<file path="config.mk">
export PLATFORM = sky130hd
export DESIGN_NAME = jk_bank_sequencer
export DESIGN_NICKNAME = d
export VERILOG_FILES = /design/src/rtl/jk_bank_sequencer.sv
export SDC_FILE = /design/constraint.sdc
export NUM_CORES = 1
export LEC_CHECK = 0
export CORE_MARGIN = 1
export CORE_UTILIZATION = 40
export DETAILED_ROUTE_END_ITERATION = 6
export PLACE_DENSITY = 0.73
export SYNTH_ARGS = -nofsm -noshare
export SYNTH_HDL_FRONTEND = slang
export SYNTH_SLANG_ARGS = --single-unit
</file>
<file path="constraint.sdc">
create_clock -name Clk -period 1.8 [get_ports Clk]
set_input_delay 0.54 -clock Clk [delete_from_list [all_inputs] [get_ports Clk]]
set_output_delay 0.54 -clock Clk [all_outputs]
set_load 0.03 [all_outputs]
</file>
<file path="src/rtl/jk_bank_sequencer.sv">
// Command-driven J/K drive sequencer for an external bank of WIDTH JK flip-flops.
// Optional feature macro: JK_SEQ_SHIFT_EN enables op 110 SHIFT_L (otherwise illegal).
module jk_bank_sequencer #(
  parameter int unsigned WIDTH = 4,
  parameter int unsigned CNT_W = 8
) (
  input  logic             Clk,
  input  logic             Reset,
  input  logic             cmd_valid,
  output logic             cmd_ready,
  input  logic [2:0]       cmd_op,
  input  logic [WIDTH-1:0] cmd_data,
  input  logic [CNT_W-1:0] cmd_steps,
  input  logic             abort,
  input  logic [WIDTH-1:0] Q,
  output logic [WIDTH-1:0] J,
  output logic [WIDTH-1:0] K,
  output logic             busy,
  output logic             done,
  output logic             err,
  output logic             aborted
);

  typedef enum logic [1:0] {S_IDLE, S_EXEC, S_DONE} state_e;
  typedef enum logic [2:0] {
    OP_HOLD, OP_CLEAR, OP_LOAD, OP_TOGGLE,
    OP_COUNT_UP, OP_COUNT_DN, OP_SHIFT_L, OP_ILLEGAL
  } op_e;

  state_e           state, state_nxt;
  op_e              op_q;
  logic [WIDTH-1:0] data_q;
  logic [CNT_W-1:0] cnt;
  logic             accept, legal_op, multi_op, last_step;
  logic [WIDTH-1:0] up_t, dn_t;

  assign accept    = cmd_valid && cmd_ready;
  assign multi_op  = cmd_op[2];
  assign last_step = (cnt == CNT_W'(1));

  always_comb begin
`ifdef JK_SEQ_SHIFT_EN
    legal_op = (cmd_op != 3'b111);
`else
    legal_op = (cmd_op[2:1] != 2'b11);
`endif
  end

  always_ff @(posedge Clk or posedge Reset) begin
    if (Reset) state <= S_IDLE;
    else       state <= state_nxt;
  end

  always_comb begin
    state_nxt = state;
    case (state)
      S_IDLE:  if (accept) state_nxt = legal_op ? S_EXEC : S_DONE;
      S_EXEC:  if (abort || last_step) state_nxt = S_DONE;
      S_DONE:  state_nxt = S_IDLE;
      default: state_nxt = S_IDLE;
    endcase
  end

  always_ff @(posedge Clk or posedge Reset) begin
    if (Reset) begin
      cnt     <= '0;
      op_q    <= OP_HOLD;
      data_q  <= '0;
      err     <= 1'b0;
      aborted <= 1'b0;
    end else if (accept) begin
      op_q    <= op_e'(cmd_op);
      data_q  <= cmd_data;
      cnt     <= (multi_op && (cmd_steps != '0)) ? cmd_steps : CNT_W'(1);
      err     <= !legal_op;
      aborted <= 1'b0;
    end else if (state == S_EXEC) begin
      cnt <= cnt - CNT_W'(1);
      if (abort) aborted <= 1'b1;
    end
  end

  // Prefix-AND carry chains: bit i toggles when all lower bits are 1 (up) or 0 (down).
  always_comb begin
    up_t[0] = 1'b1;
    dn_t[0] = 1'b1;
    for (int unsigned i = 1; i < WIDTH; i++) begin
      up_t[i] = up_t[i-1] & Q[i-1];
      dn_t[i] = dn_t[i-1] & ~Q[i-1];
    end
  end

`ifndef JK_SEQ_SHIFT_EN
  logic unused_q_msb;
  assign unused_q_msb = Q[WIDTH-1];
`endif

  always_comb begin
    cmd_ready = (state == S_IDLE) && !Reset;
    busy      = (state != S_IDLE);
    done      = (state == S_DONE);
    J         = '0;
    K         = '0;
    if (state == S_EXEC && !abort) begin
      case (op_q)
        OP_CLEAR:    K = '1;
        OP_LOAD:     begin J = data_q; K = ~data_q; end
        OP_TOGGLE:   begin J = data_q; K = data_q; end
        OP_COUNT_UP: begin J = up_t; K = up_t; end
        OP_COUNT_DN: begin J = dn_t; K = dn_t; end
`ifdef JK_SEQ_SHIFT_EN
        OP_SHIFT_L:  begin
          J = {Q[WIDTH-2:0], data_q[0]};
          K = ~{Q[WIDTH-2:0], data_q[0]};
        end
`endif
        default:     begin J = '0; K = '0; end
      endcase
    end
  end

endmodule

</file>
==> impl_metrics.ini <==
[global_route]
grt_util_met3_pct = 2.041
grt_busiest_layer = met2
grt_pass1_wl_um = 5982
grt_pass1_vias = 1363
gr-usage-all-layers_pct = 23.65
overflow = 0
met1_usage_pct = 28.16
antenna_found_initial = 0
grt_max_degree = 20
grtUsageMet2_pct = 43.36

[floorplan]
die_w_um = 57.59
dieArea_um2 = 3317
design.core.area_um2 = 2853
rows = 19
die_y_um = 57.59
io_pins = 36
start_util_pct = 43.33

[logic_synthesis]
synth_edf_count = 0
synthAdderAreaFrac_pct = 2.024
synth_ff_type = dfrtp_1
syn-num-nets = 174
synth_xor_area_share_pct = 2.834
synth-seq-area-share_pct = 38.46
synth.top_cell.area_share_pct = 38.46
ys_types = 39
synth_top_family_by_area = simple AND/OR/NAND/NOR gates
yosysMostFrequentCell = nand2_1
synth_warnings = 0
synth-compound-area-share_pct = 19.74
synth_area_um2 = 1236
netlist_instances = 149
avgSynthCellArea_um2 = 8.297
synth-seq-cells = 19
synth_common_cells = nand2_1, dfrtp_1, nor2_1, o21ai_0, a21oi_1
postSynth.asyncResetShare_pct = 100.0
synth_area_leader_cell = dfrtp_1
synth-simple-area-share_pct = 32.69
synth_area_leaders = dfrtp_1, nand2_1, o21ai_0
synthMuxAreaShare_pct = 0

[sta]
whs_ns = 0.4721
clock_skew_ns = 0.007116
hold_violations = 0
final.setup.worst_slack_ns = -0.3020
relSlewSlack_pct = 64.84
period_share_pct = 116.8
slew_viol_final = 0
setup_viol_count_final = 8
min_period_ns = 2.102
max_freq_ghz = 0.4757
rsz0062_at_grt = yes
worstMarginPinSlew_ns = 0.5263

[critical_path]
cp.required_ns = 1.26
critPathMaxFanout = 5
worstReg2RegStart = state[1]$_DFFE_PP0P_
end_kind = output pin
rr_endpoint = cnt[4]$_DFFE_PP0P_
crit_arrival_ns = 1.56
worstSetupPathType = reg2out
crit_chain = buf_6 > nor3b_2 > a21oi_1 > o22a_1 > nor2_1 > buf_4
rrSetupSlack_ns = 0.16
ff2ff_path_depth = 6
start_kind = flop
max_stage_delay_ns = 0.45
crit_slowest_cell = dfrtp_2

[finish]
antenna_cells = 0
seq_area_um2 = 478.0
n_fill_cell = 231
finalNetCount = 243
fin_cells = 248
drive_gt1_share_pct = 38.71
synthToLayoutAreaGrowth_pct = 66.90
final_cell_area_um2 = 2063
multi_input_area_um2 = 865.8

[clocking]
numCtsBuffers = 3
clock-sinks = 19
cts_root_buffer = clkbuf_4
hold_buffers = 0
clk_path_buf_depth = 2
clk_pin_slew_worst_paths_ns = 0.11
clkLatencyLatePin_ns = 0.30
h-tree-depth = 1
tritoncts = done

[detailed_routing]
routed_wl_um = 3629
first_pass_iters = 7
vias = 1331
drc = 4
avgViaCountPerCell = 5.367
drt-initial-drc-count = 49
wl_per_cell_um = 14.63
ant_nets = 0

[placed_design]
placed_area_um2 = 1831
portBuffers = 34
place.gp.congestion = 0.8607
dp_cells = 236
place_hpwl_um = 2544
dpl_worst_slack_ns = -0.6467

[status]
violations = DRC, setup timing
status = finished, violations left

[worst_hold_path]
holdCritPathClass = in2async

[power]
leakage_nw = 0.9326
p_comb_share_pct = 64.2
intPower_mw = 1.643
swShare_pct = 44.45
seqPwrFrac_pct = 28.4
pwr-share-clk_pct = 7.4
ir_drop_v = 0.0007552
total_power_mw = 2.958
power_density_nw_per_um2 = 1434
power_switching_mw = 1.315

[flow_run]
cap_violations = 0
[logic make-up (layout without fill, tap and decap cells)]
| logic type | after synthesis | in the layout |
|---|---|---|
| buf+inv | 11 | 79 |
| flops | 19 | 19 |
| simple gates | 75 | 75 |
| compound gates | 38 | 38 |
| xor+xnor | 4 | 4 |
| fa+ha+maj | 2 | 2 |
[repair_timing]
| action | in CTS | in global routing |
|---|---|---|
| setup buffers | 9 | 1 |
| pin swaps | 7 | 8 |
| endpoints found under the setup margin | 12 | 11 |
| gates resized for setup | 40 | 22 |
[per-stage QoR]
step / utilization [%] / TNS (ns)
global route: 72.32 / -2.478
global placement: 64.17 / -5.025
detailed placement: 64.17 / -5.591
finish: 72.32 / -1.979
CTS: 70.35 / -2.061
floorplan: - / -0.5675
[flip-flops by register name, indices dropped and copies added (netlist names)]
register	count
data_q	4
err	1
aborted	1
op_q	3
cnt	8
state	2
[worst max-delay path: cells and delay by family, from the launching register on]
family,cells,cell delay (ns)
compound gates,2,0.25
buf+inv,2,0.31
flops,1,0.45
simple gates,2,0.25
[how the worst max path moves through the flow]
stage,from,to,slack [ns]
floorplan,op_q[1]$_DFFE_PP0P_,K[0],-0.12
detailed placement,Q[0],K[3],-0.65
global route,op_q[0]$_DFFE_PP0P_,K[0],-0.38
finish,op_q[0]$_DFFE_PP0P_,K[0],-0.30
CTS,op_q[0]$_DFFE_PP0P_,J[1],-0.31
global placement,Q[0],K[2],-0.60
[power by group through the flow]
stage	Clock [mW]	Combinational (mW)	Sequential, mW
2_1_floorplan	0	0.930	0.820
3_3_place_gp	0	1.52	0.819
3_5_place_dp	0	1.56	0.827
4_1_cts	0.229	1.77	0.824
5_1_grt	0.244	2.07	0.873
6_report	0.220	1.90	0.839
[layout by cell type, fill, tap and decap left out, drive strengths merged, types with 2 or more instances in the layout]
master / Yosys / routed
dlygate4sd2: 0 / 5
xor2: 4 / 4
clkdlybuf4s50: 0 / 16
nand2b: 3 / 3
nor3: 4 / 4
buf: 4 / 47
nor3b: 3 / 3
nor2: 13 / 13
nor4: 2 / 2
nor2b: 6 / 6
a32oi: 2 / 2
a211oi: 2 / 2
nand2: 31 / 31
inv: 5 / 5
nor4b: 2 / 2
ha: 2 / 2
clkbuf: 2 / 5
a21oi: 11 / 11
o21ai: 13 / 13
nand3: 4 / 4
dfrtp: 19 / 19
a31oi: 2 / 2
[final cells by class]
| cell class | count | area share [%] |
|---|---|---|
| Clock buffer | 4 | 1.273 |
| Tap cell | 31 | 1.880 |
| Sequential cell | 19 | 23.17 |
| Inverter | 5 | 0.9096 |
| Multi-Input combinational cell | 119 | 41.96 |
| Timing Repair Buffer | 70 | 30.81 |
[per-layer routing]
metal,wire [µm],share of wire [%],up-vias
li1,-,-,662
met3,123,3.4,10
met4,105,2.9,0
met1,1477,41,622
met5,0,0,-
met2,1924,53,37
(Power assumes the default switching activity.)
